===== config.mk =====
export PLATFORM = sky130hd
export DESIGN_NAME = hist_pass_controller
export DESIGN_NICKNAME = d
export VERILOG_FILES = /design/src/rtl/hist_pass_controller.sv
export SDC_FILE = /design/constraint.sdc
export NUM_CORES = 1
export LEC_CHECK = 0
export BUFFER_PORTS_ARGS = -buffer_cell sky130_fd_sc_hd__buf_2
export CAP_MARGIN = 10
export CORE_MARGIN = 5
export CORE_UTILIZATION = 30
export CTS_CLUSTER_SIZE = 28
export DETAILED_ROUTE_END_ITERATION = 7
export GPL_TIMING_DRIVEN = 0
export MAX_ROUTING_LAYER = met4
export PLACE_DENSITY = 0.56
export SETUP_SLACK_MARGIN = 0.02
export SLEW_MARGIN = 10
export SYNTH_ARGS = -nofsm -noshare
export SYNTH_HDL_FRONTEND = slang
export SYNTH_SLANG_ARGS = --single-unit

===== constraint.sdc =====
create_clock -name clk -period 2.3 [get_ports clk]
set_clock_uncertainty 0.05 [all_clocks]
set_input_delay 0.23 -clock clk [delete_from_list [all_inputs] [get_ports clk]]
set_output_delay 0.23 -clock clk [all_outputs]
set_load 0.01 [all_outputs]

===== src/rtl/hist_pass_controller.sv =====
// Multi-channel histogram pass sequencer.
// Per channel: clear bin RAM, accumulate pass, drain wait, write pass.
// Every output decodes registered state/counters only; no input reaches an output combinationally.
module hist_pass_controller #(
   parameter int ADDR_W    = 16,
   parameter int NUM_PIX   = 65536,
   parameter int BIN_AW    = 8,
   parameter int NUM_BINS  = 256,
   parameter int NUM_CH    = 1,
   parameter int CH_W      = 2,
   parameter int DRAIN_CYC = 2
) (
   input  logic              clk,
   input  logic              rst,
   input  logic              start,
   input  logic              mem_ready,
   input  logic              abort,
   output logic [ADDR_W-1:0] pix_addr,
   output logic [BIN_AW-1:0] bin_addr,
   output logic              rd_en,
   output logic              clr_we,
   output logic              we,
   output logic              enable,
   output logic [CH_W-1:0]   chan,
   output logic              busy,
   output logic              pass1_done,
   output logic              all_done
);

   typedef enum logic [2:0] {
      S_IDLE, S_CLEAR, S_ACCUM, S_DRAIN, S_WRITE, S_DONE
   } state_t;

   // Terminal compares (not carries) end each pass, so NUM_PIX = 2^ADDR_W works.
   localparam logic [ADDR_W-1:0] PIX_LAST = ADDR_W'(NUM_PIX - 1);
   localparam logic [BIN_AW-1:0] BIN_LAST = BIN_AW'(NUM_BINS - 1);
   localparam logic [CH_W-1:0]   CH_LAST  = CH_W'(NUM_CH - 1);
   localparam int                DW       = (DRAIN_CYC > 1) ? $clog2(DRAIN_CYC) : 1;
   // DRAIN is never entered when DRAIN_CYC = 0, so the clamp only keeps the constant legal.
   localparam logic [DW-1:0]     DRN_LAST = DW'((DRAIN_CYC > 0) ? DRAIN_CYC - 1 : 0);

   state_t              state, state_n;
   logic [ADDR_W-1:0]   pix_n;
   logic [BIN_AW-1:0]   bin_n;
   logic [CH_W-1:0]     chan_n;
   logic [DW-1:0]       drn, drn_n;
   logic                p1, p1_n;

   // State and counter registers; reset and abort both land in a fully cleared IDLE.
   always_ff @(posedge clk or posedge rst) begin
      if (rst) begin
         state    <= S_IDLE;
         pix_addr <= '0;
         bin_addr <= '0;
         chan     <= '0;
         drn      <= '0;
         p1       <= 1'b0;
      end else begin
         state    <= state_n;
         pix_addr <= pix_n;
         bin_addr <= bin_n;
         chan     <= chan_n;
         drn      <= drn_n;
         p1       <= p1_n;
      end
   end

   // Next-state and counter update; abort overrides everything below it.
   always_comb begin
      state_n = state;
      pix_n   = pix_addr;
      bin_n   = bin_addr;
      chan_n  = chan;
      drn_n   = drn;
      p1_n    = 1'b0;
      case (state)
         S_IDLE, S_DONE: begin
            if (start) begin
               state_n = S_CLEAR;
               chan_n  = '0;
               bin_n   = '0;
               pix_n   = '0;
            end
         end
         S_CLEAR: begin
            // Bin RAM is local, so clearing never waits on mem_ready.
            if (bin_addr == BIN_LAST) begin
               state_n = S_ACCUM;
               bin_n   = '0;
               pix_n   = '0;
            end else begin
               bin_n = bin_addr + BIN_AW'(1);
            end
         end
         S_ACCUM: begin
            if (mem_ready) begin
               if (pix_addr == PIX_LAST) begin
                  pix_n = '0;
                  drn_n = '0;
                  if (DRAIN_CYC == 0) begin
                     state_n = S_WRITE;
                     p1_n    = 1'b1;
                  end else begin
                     state_n = S_DRAIN;
                  end
               end else begin
                  pix_n = pix_addr + ADDR_W'(1);
               end
            end
         end
         S_DRAIN: begin
            if (drn == DRN_LAST) begin
               state_n = S_WRITE;
               p1_n    = 1'b1;
               drn_n   = '0;
            end else begin
               drn_n = drn + DW'(1);
            end
         end
         S_WRITE: begin
            if (mem_ready) begin
               if (pix_addr == PIX_LAST) begin
                  pix_n = '0;
                  if (chan == CH_LAST) begin
                     state_n = S_DONE;
                  end else begin
                     state_n = S_CLEAR;
                     chan_n  = chan + CH_W'(1);
                     bin_n   = '0;
                  end
               end else begin
                  pix_n = pix_addr + ADDR_W'(1);
               end
            end
         end
         default: state_n = S_IDLE;
      endcase
      if (abort) begin
         state_n = S_IDLE;
         pix_n   = '0;
         bin_n   = '0;
         chan_n  = '0;
         drn_n   = '0;
         p1_n    = 1'b0;
      end
   end

   // Moore output decode.
   always_comb begin
      rd_en      = (state == S_ACCUM) || (state == S_WRITE);
      clr_we     = (state == S_CLEAR);
      we         = (state == S_WRITE);
      enable     = (state == S_WRITE);
      busy       = (state != S_IDLE) && (state != S_DONE);
      pass1_done = p1;
      all_done   = (state == S_DONE);
   end

endmodule

== Word level (Yosys, flattened, before mapping) ==
Index checks and enable logic that the tools add are counted.

* Register bits after elaboration: 31
* Input bits: 5
* Output and inout port bits: 33
* Word-level logic and storage cells: 80

* Add/subtract/negate cells: 4
* Eq/ne operators: 17
* Mux-type cells: 37
* Reductions and logical operators: 16

{| class="wikitable"
|+ Operator list
! kind !! count
|-
| 16-bit two-way mux || 5
|-
| 8-bit two-way mux || 6
|-
| 16-bit case mux with 3 select lines || 1
|-
| 3-bit two-way mux || 9
|-
| 8-bit case mux with 3 select lines || 1
|-
| 3-bit != test (second input constant) || 7
|-
| 16-bit by 1-bit adder with 16-bit output (second input constant) || 1
|-
| 16-bit == test (second input constant) || 1
|-
| 3-bit case mux with 5 select lines || 1
|-
| 2-bit two-way mux || 5
|-
| 5-bit AND reduction || 2
|-
| 3-bit nonzero test || 3
|-
| 8-bit by 1-bit adder with 8-bit output (second input constant) || 1
|-
| 8-bit == test (second input constant) || 1
|-
| 4-bit nonzero test || 2
|-
| 1-bit two-way mux || 7
|-
| 7-bit AND reduction || 1
|-
| 3-bit by 2-bit == test with 1-bit output (second input constant) || 2
|-
| 3-bit == test (second input constant) || 2
|-
| 3-bit by 2-bit != test with 1-bit output (second input constant) || 2
|-
| 2-bit case mux with 2 select lines || 1
|-
| 4-bit AND reduction || 1
|-
| 2-bit OR reduction || 2
|-
| 3-bit by 1-bit == test with 1-bit output (second input constant) || 1
|-
| other kinds (9) || 9
|}

== Depth between registers and ports, before layout ==
Gate-level depths: netlist of run 1.

* Depth in word-level cells: 6
* Depth in mapped cells: 8
* Depth with buffers taken out: 6

== Worst setup path before layout of run 1 ==
Ideal clock, no wire load.

* Kind: reg-to-reg
* From: register bin_addr[0]
* To: register pix_addr[10]
* Data arrival time: 2.015 ns
* Data required time: 2.174 ns
* Path slack: 0.158 ns
* Cell stages (with the launch flop): 8
* Period minus slack after synthesis: 2.142 ns
* Cells stage by stage: dfrtp_1 ha_1 and3_1 a31oi_4 a211o_4 buf_6 or4_1 o21ai_1

* Word-level cells in the longest chain between the ends: 3

{| class="wikitable"
|+ Ends and longest elaborated chain
! item !! RTL line !! source
|-
| start: declaration || 19 || <nowiki>output logic [BIN_AW-1:0] bin_addr,</nowiki>
|-
| start signal: assignment || 61 || <nowiki>bin_addr <= bin_n;</nowiki>
|-
| 8-bit == test || 87 || <nowiki>if (bin_addr == BIN_LAST) begin</nowiki>
|-
| 3-bit by 2-bit != test with 1-bit output (no line) || -- ||
|-
| 4-bit AND reduction (no line) || -- ||
|-
| end signal: assignment || 60 || <nowiki>pix_addr <= pix_n;</nowiki>
|-
| end: declaration || 18 || <nowiki>output logic [ADDR_W-1:0] pix_addr,</nowiki>
|}

Every way passes these cells.
A chain may end at the register's enable or synchronous reset.

== Worst setup path in the final report of run 1 ==
* From: register pix_addr[8]
* To: register pix_addr[10]

* Word-level cells in the longest chain between the ends: 5

{| class="wikitable"
|+ Ends and longest elaborated chain
! item !! RTL line !! source
|-
| 16-bit by 1-bit adder with 16-bit output / 16-bit == test (equally long branches) || -- ||
|-
| 16-bit two-way mux (*) || 97, 122 ||
|-
| 16-bit two-way mux (*) || 121 || <nowiki>if (mem_ready) begin</nowiki>
|-
| 16-bit case mux with 3 select lines (*) || 76 || <nowiki>case (state)</nowiki>
|-
| 16-bit two-way mux (*) || 138 || <nowiki>if (abort) begin</nowiki>
|}

Every way passes the cells marked *; elsewhere a longest branch is shown, timed or not. The select of a mux whose other input is x is not followed.

==> results.cfg, run 1 <==
[run_status]
outcome = finished with violations
violations = hold timing

[route]
avgViaCountPerCell = 5.28
wirelength_mm = 5.05
wl_per_cell_um = 15.0
drtAntennaViolNets = 0
drt_iter0_drc = 60
drtPass1Iterations = 4
drcViolationCount = 0
vias = 1781

[sta]
slew_headroom_pct = 54.0
tightest_slew_ns = 0.689
hold_viol_final = 10
fmax_mhz = 458
timing.final.crit_share_pct = 94.9
rsz0062_at_grt = yes
holdWs_ns = -0.00343
setup_viol = 0
drv_slew = 0
finalWorstPathRequiredPeriod_ns = 2.18
setup_ws_ns = 0.117
fin_setup_tns_ns = 0

[power_and_ir_drop]
p_leak_nw = 1.10
p_comb_share_pct = 37.1
ir_drop_v = 0.000307
p_seq_share_pct = 33.2
internal_power_mw = 1.24
power.switching_mw = 0.686
power_density_nw_per_um2 = 825
p_sw_share_pct = 35.7
p_clk_share_pct = 29.7

[yosys]
yosysTopAreaCellShare_pct = 40.9
avgSynthCellArea_sq_um = 8.91
ys.flop_type = dfrtp_1
syn_area_sq_um = 1900
yosys_warnings = 0
synth_nets = 221
synth_compound_area_share_pct = 25.5
synthSimpleGateAreaFrac_pct = 24.1
synth_seq_cells = 31
synthMuxAreaShare_pct = 0.528
synth_top_family_by_area = compound AO/OA/AOI/OAI gates
synth_edf_count = 0
synthCells = 213
ys_seq_area_share_pct = 40.9
synth.area.top_cells = dfrtp_1, o21ai_0, nand3_1
synthArstFlopShare_pct = 100
synth_top_area_cell = dfrtp_1
synth.distinct_cells = 46
yosys.area_share.adder_pct = 1.98
synth-xor-area-share_pct = 0.462

[grt]
grt.total_usage_pct = 14.4
grt_pass1_wl_mm = 8.58
grt_overflow = 0
grt_max_degree = 32
first_global_vias = 1763
antenna_found_initial = 0

[die]
die_y_um = 89.5
start_util_pct = 30.4
coreArea_sq_um = 6240
ios = 38
die-area_sq_um = 8010
die_w_um = 89.5
placementRows = 29

[final_layout]
drive_gt1_share_pct = 26.5
layout_common_cells = buf_2, dfrtp_1, o21ai_0
multi_input_area_sq_um = 1010
fill_cells = 659
final_common_cell = buf_2
area_delta_synth_final_pct = 22.9
nets = 267
register_area_sq_um = 776
stdcell_area_sq_um = 2330
diodes = 0
final_cells = 337

[clock_tree]
cts_hold_buffers = 0
clk-insertion-delay-late_ns = 0.29
cts_tree = built
cts_buffers = 5
clk_pin_slew_worst_paths_ns = 0.08
clk_path_buf_depth = 2
root_buffer = clkbuf_8
cts_htree_levels = 2
clkSinkCount = 31

[run]
maxCapViolCount = 0

[place]
dp_cells = 327
placed_area_sq_um = 2180
gp_congestion = 0.765
post-place-ws_ns = -0.00123
dp_hpwl_mm = 3.50
portBuffers = 37

[setup_path]
worstPathArrival_ns = 2.34
crit_type = reg -> reg
startpoint = pix_addr[8]$_DFFE_PP0P_
reg2reg_from = pix_addr[8]$_DFFE_PP0P_
cp-end-kind = flip-flop
critPathRequiredTime_ns = 2.46
crit_fanout = 10
cp-start-kind = flip-flop

[worst_hold_path]
min_path_type = in -> async
==> cell usage after synthesis (4+ instances only) <==
library cell / n
inv_1: 11
o31ai_1: 4
a21oi_1: 13
nand2_1: 14
nand4_1: 4
or4_1: 4
a31oi_1: 4
nor3_1: 4
dfrtp_1: 31
and3_1: 7
o41ai_1: 6
nand2b_1: 5
clkbuf_1: 4
nor2_1: 15
a211o_1: 4
nand3_1: 16
buf_2: 4
nor3b_1: 4
o21ai_0: 18
==> critical path, stage by stage, from the launching register on <==
cell,delay (ns)
dfrtp_1,0.45
and4_1,0.22
buf_2,0.16
and4bb_2,0.25
buf_6,0.14
or2_4,0.27
or4_1,0.47
o21ai_1,0.10
==> through the flow <==
step | util [%] | power [mW]
2_1_floorplan | - | 1.14
3_3_place_gp | 34.9 | 1.33
3_5_place_dp | 34.9 | 1.33
4_1_cts | 36.9 | 1.93
5_1_grt | 37.3 | 2.07
6_report | 37.3 | 1.92
==> what timing repair did <==
item                                    4_1_cts  5_1_grt
endpoints found under the hold margin         0        0
resized for setup                             1        8
buffers inserted                              1        2
endpoints found under the setup margin        2       17
==> layer usage <==
metal	GRT usage (%)	wire, um
met1	17.6	2330
met2	23.8	2440
met3	3.23	213
met4	4.06	64
met5	-	0
==> power by group through the flow <==
stage          clock network (mW)  registers [mW]  logic (mW)
6_report                    0.571           0.638       0.714
5_1_grt                     0.616           0.645       0.805
3_5_place_dp                    0           0.658       0.675
4_1_cts                     0.594           0.640       0.700
3_3_place_gp                    0           0.658       0.676
2_1_floorplan                   0           0.657       0.481
==> logic make-up after synthesis <==
family | count (synthesis)
buffers and inverters | 24
and+or+nand+nor | 84
AOI/OAI and AO/OA | 69
adders and majority gates | 3
DFF | 31
muxes | 1
xor gates and xnor gates | 1
==> area by class of cell <==
class	instances	share of cell area (%)
Clock inverter	2	1.50
Multi-Input combinational cell	158	43.2
Tap cell	77	4.13
Timing Repair Buffer	40	8.91
Clock buffer	6	3.54
Inverter	11	1.77
Buffer	12	3.65
Sequential cell	31	33.3
==> path summary, 6_finish.rpt <==
path                       cells after the start                        to  slack [ns]
max in group asynchronous                      2   bin_addr[1]$_DFFE_PP0P_        1.75
hold reg to reg                                1   bin_addr[7]$_DFFE_PP0P_        0.45
setup / recovery                               7  pix_addr[10]$_DFFE_PP0P_        0.12
min in group clk                               3           drn$_DFFE_PP0P_        0.23
hold / removal                                 2   pix_addr[3]$_DFFE_PP0P_      -0.003
setup reg to reg                               7  pix_addr[10]$_DFFE_PP0P_        0.12
==> flip-flops by register name (all words and copies together), names as in the netlist <==
register and cells:
bin_addr 8, drn 1, pix_addr 16, chan 2
state 3, pass1_done 1
Power figures use the tool's default switching activity.
==> inputs of run 2 (changes only) <==
- MAX_ROUTING_LAYER: met4 -> not set
==> run 2 against run 1 <==
Net effect:
- the run still ends with hold timing left
- cell area is the same
- combinational power is essentially flat
- global-route usage shrank 0.42 points
- utilization is the same
- critical path type unchanged
- largest power group unchanged
==> results.cfg, run 2 (synthesis gave the netlist of run 1 again) <==
[clock_tree]
cts_buffers = 5
root_buffer = clkbuf_8
clk-insertion-delay-late_ns = 0.29
clk_path_buf_depth = 2
cts_htree_levels = 2
clk_pin_slew_worst_paths_ns = 0.08
clkSinkCount = 31
cts_tree = built
cts_hold_buffers = 0

[grt]
grt_use_met2_pct = 23.8
grt.total_usage_pct = 14.0
first_global_vias = 1765
grt_pass1_wl_mm = 8.58
met3_usage_pct = 3.32
grt_max_degree = 32
top_usage_layer = met2
met1_usage_pct = 17.5
grt_overflow = 0
antenna_found_initial = 0

[run_status]
violations = hold timing
outcome = finished with violations

[route]
drtPass1Iterations = 4
vias = 1792
drcViolationCount = 0
drt_iter0_drc = 58
avgViaCountPerCell = 5.32
drtAntennaViolNets = 0
wirelength_mm = 5.05
wl_per_cell_um = 15.0

[run]
maxCapViolCount = 0

[die]
die_w_um = 89.5
placementRows = 29
ios = 38
die-area_sq_um = 8010
coreArea_sq_um = 6240
start_util_pct = 30.4
die_y_um = 89.5

[sta]
rsz0062_at_grt = yes
fmax_mhz = 458
tightest_slew_ns = 0.692
drv_slew = 0
holdWs_ns = -0.00105
finalWorstPathRequiredPeriod_ns = 2.18
fin_setup_tns_ns = 0
hold_viol_final = 6
timing.final.crit_share_pct = 95.0
setup_viol = 0
slew_headroom_pct = 53.8

[setup_path]
crit_type = reg -> reg
reg2reg_from = pix_addr[8]$_DFFE_PP0P_
critPathRequiredTime_ns = 2.46
slowest_delay_ns = 0.47
critPathSlowestCell = or4_1
cp_cell_sequence = and4_1 > buf_2 > and4bb_2 > buf_6 > or2_4 > or4_1 > o21ai_1
cp-end-kind = flip-flop
startpoint = pix_addr[8]$_DFFE_PP0P_
worstPathArrival_ns = 2.34
cp-start-kind = flip-flop
crit_fanout = 10

[final_layout]
utilization_pct = 37.3
top_regs = pix_addr (16), bin_addr (8), state (3)
diodes = 0
largest_reg_flops = 16
layout_common_cells = buf_2, dfrtp_1, o21ai_0
final_common_cell = buf_2
stdcell_area_sq_um = 2330
drive_gt1_share_pct = 26.5
area_delta_synth_final_pct = 22.9
top_register = pix_addr
nets = 267

[power_and_ir_drop]
p_clk_share_pct = 29.7
p_seq_share_pct = 33.2
p_leak_nw = 1.10
ir_drop_v = 0.000306
p_total_mw = 1.92
power.switching_mw = 0.686
p_comb_share_pct = 37.1
power_density_nw_per_um2 = 825
p_sw_share_pct = 35.7
internal_power_mw = 1.24

[place]
placed_area_sq_um = 2180
gp_congestion = 0.756
dp_hpwl_mm = 3.50
portBuffers = 37

[worst_hold_path]
min_path_type = in -> async
## run 2: routing by layer
| layer | vias up | wire [um] |
|---|---|---|
| met2 | 37 | 2430 |
| met1 | 859 | 2320 |
| met5 | - | 0 |
| met4 | 0 | 64 |
| li1 | 890 | - |
| met3 | 6 | 232 |
## run 2: final timing paths
check / to / slack, ns / depth (start not counted)
worst max-delay path: pix_addr[10]$_DFFE_PP0P_ / 0.12 / 7
worst min-delay path: pix_addr[3]$_DFFE_PP0P_ / -0.001 / 2
worst max register to register: pix_addr[10]$_DFFE_PP0P_ / 0.12 / 7
worst min register to register: bin_addr[7]$_DFFE_PP0P_ / 0.45 / 1
max in group asynchronous: bin_addr[1]$_DFFE_PP0P_ / 1.75 / 2
min in group clk: drn$_DFFE_PP0P_ / 0.23 / 3
## run 2: power groups by stage
stage          Sequential (mW)  Combinational [mW]  Clock, mW
2_1_floorplan            0.657               0.481          0
3_3_place_gp             0.658               0.676          0
3_5_place_dp             0.658               0.675          0
4_1_cts                  0.640               0.700      0.594
5_1_grt                  0.645               0.805      0.616
6_report                 0.639               0.714      0.571
## run 2: final cells by class
cell class	instances	area [sq um]
inverter	11	41.3
buffer	12	85.1
multi-input combinational	158	1010
fill	659	3910
timing repair buffer	40	208
clock buffer	6	82.6
tap	77	96.3
sequential	31	776
clock inverter	2	35.0
## run 2: critical path: cells and delay by family, from the launching register on
family	cells	cell delay, ns
buffers and inverters	2	0.30
and+or+nand+nor	4	1.21
AOI/OAI and AO/OA	1	0.10
DFF	1	0.46
## run 2: stage by stage
| stage | setup WS [ns] | cells |
|---|---|---|
| 4_1_cts | 0.0207 | 336 |
| 5_1_grt | 0.0120 | 337 |
| 3_3_place_gp | -0.00882 | 327 |
| 6_report | 0.116 | 337 |
| 2_1_floorplan | 0.158 | 213 |
| 3_5_place_dp | -0.00123 | 327 |
## run 2: repair_timing
item	CTS	global route
setup endpoints to repair	2	17
gates resized for setup	1	8
setup buffers	1	2
==> inputs of run 3 (changes only) <==
- BUFFER_PORTS_ARGS: -buffer_cell sky130_fd_sc_hd__buf_2 -> -buffer_cell sky130_fd_sc_hd__buf_4
- CORE_MARGIN: 5 -> 2
==> run 3 against run 2 <==
Net effect:
- the run now ends clean
- worst hold slack gained 0.021 ns
- critical endpoint unchanged
- clock power shrank 33%
- global-route usage is essentially flat
- non-clock buffer count shrank 2
- critical path depth is the same
==> results.cfg, run 3 (synthesis gave the netlist of run 1 again) <==
[run_status]
outcome = completed

[sta]
timing.final.crit_share_pct = 95.0
setup_ws_ns = 0.114
finalWorstPathRequiredPeriod_ns = 2.19
hold_viol_final = 0
setup_viol = 0
slew_headroom_pct = 52.0
rsz0062_at_grt = yes
tightest_slew_ns = 0.710
drv_slew = 0
fin_setup_tns_ns = 0
fmax_mhz = 458

[place]
portBuffers = 37
dp_hpwl_mm = 3.25
post-place-ws_ns = -0.00207
gp_congestion = 0.758

[route]
avgViaCountPerCell = 5.38
drt_iter0_drc = 79
drcViolationCount = 0
wirelength_mm = 4.63
vias = 1780
drtAntennaViolNets = 0
wl_per_cell_um = 14.0
drtPass1Iterations = 4

[final_layout]
fill_cells = 635
layout_common_cells = buf_4, dfrtp_1, o21ai_0
area_delta_synth_final_pct = 24.5
diodes = 0
drive_gt1_share_pct = 25.4
final_common_cell = buf_4
top_register = pix_addr
utilization_pct = 39.2
nets = 265
top_regs = pix_addr (16), bin_addr (8), state (3)
largest_reg_flops = 16

[clock_tree]
clk-insertion-delay-late_ns = 0.27
clkSinkCount = 31
clk_pin_slew_worst_paths_ns = 0.06
cts_tree = built
clk_path_buf_depth = 2
root_buffer = clkbuf_8
cts_htree_levels = 2
cts_buffers = 5

[setup_path]
cp-end-kind = flip-flop
critPathSlowestCell = or4_1
r2r_cells = 7
cp-start-kind = flip-flop
crit_family = simple AND/OR/NAND/NOR gates
cp_cell_sequence = and4_1 > buf_2 > and4bb_2 > buf_6 > or2_1 > or4_1 > o21ai_1
reg2reg_from = pix_addr[8]$_DFFE_PP0P_
reg2reg_to = pix_addr[10]$_DFFE_PP0P_
crit_fanout = 10
crit_buf_inv = 2
crit_type = reg -> reg
slowest_delay_ns = 0.48
critPathRequiredTime_ns = 2.45
worstPathArrival_ns = 2.33
rrSetupSlack_ns = 0.11

[grt]
grt_overflow = 0
antenna_found_initial = 0
first_global_vias = 1605
grt.total_usage_pct = 14.0
grt_max_degree = 32
grt_pass1_wl_mm = 8.05

[die]
die-area_sq_um = 6970
die_y_um = 83.5
die_w_um = 83.5
coreArea_sq_um = 6030
ios = 38
placementRows = 28
start_util_pct = 31.5

[power_and_ir_drop]
ir_drop_v = 0.000316
p_leak_nw = 1.05
p_total_mw = 1.76
power_density_nw_per_um2 = 744

[run]
maxCapViolCount = 0

[worst_hold_path]
min_path_type = in -> async
==> run 3: where the power goes <==
part / internal [mW] / switching [mW]
registers: 0.592 / 0.0623
logic: 0.314 / 0.404
clock network: 0.201 / 0.184
total: 1.11 / 0.649
==> run 3: worst reg2reg max path, delay by kind of cell (launching register included) <==
family | cells | cell delay (ns)
AOI/OAI and AO/OA | 1 | 0.09
and+or+nand+nor | 4 | 1.24
buffers and inverters | 2 | 0.29
DFF | 1 | 0.45
==> run 3: per-stage QoR <==
step                      hold WS (ns)  cell area [sq um]  std cells
after floorplan                  0.284               1900        213
after global placement           0.443               2270        325
after detailed placement         0.343               2270        325
after CTS                       0.0402               2340        331
after global routing            0.0857               2360        331
final                           0.0197               2360        331
==> run 3: metal layers <==
layer	global-route usage [%]	share of wire, %	vias up
met5	0	0	-
met2	21.0	43	44
li1	-	-	887
met3	3.96	5.0	2
met4	3.96	0.60	0
met1	19.8	51	847
==> run 3: what timing repair did <==
item,in CTS,in global routing
setup buffers,0,1
resized for setup,1,8
endpoints found under the setup margin,1,18
gates cloned,0,0
hold buffers,0,0
==> run 3: worst max path at each step <==
stage / start / end / slack [ns] / cells after the start
final: pix_addr[8]$_DFFE_PP0P_ / pix_addr[10]$_DFFE_PP0P_ / 0.11 / 7
after CTS: bin_addr[0]$_DFFE_PP0P_ / pix_addr[10]$_DFFE_PP0P_ / 0.03 / 7
after floorplan: bin_addr[0]$_DFFE_PP0P_ / pix_addr[10]$_DFFE_PP0P_ / 0.16 / 7
after global placement: state[2]$_DFFE_PP0P_ / state[0]$_DFFE_PP0P_ / -0.02 / 8
after global routing: pix_addr[8]$_DFFE_PP0P_ / pix_addr[10]$_DFFE_PP0P_ / 0.01 / 7
after detailed placement: state[2]$_DFFE_PP0P_ / state[0]$_DFFE_PP0P_ / -0.002 / 8
==> run 3: cell type report <==
cell class	instances	area, sq um	share of cell area, %
Buffer	12	83.8	3.55
Timing Repair Buffer	38	285	12.1
Multi-Input combinational cell	158	1010	42.6
Inverter	11	41.3	1.75
Clock buffer	6	72.6	3.07
Tap cell	75	93.8	3.97
Sequential cell	31	779	33.0
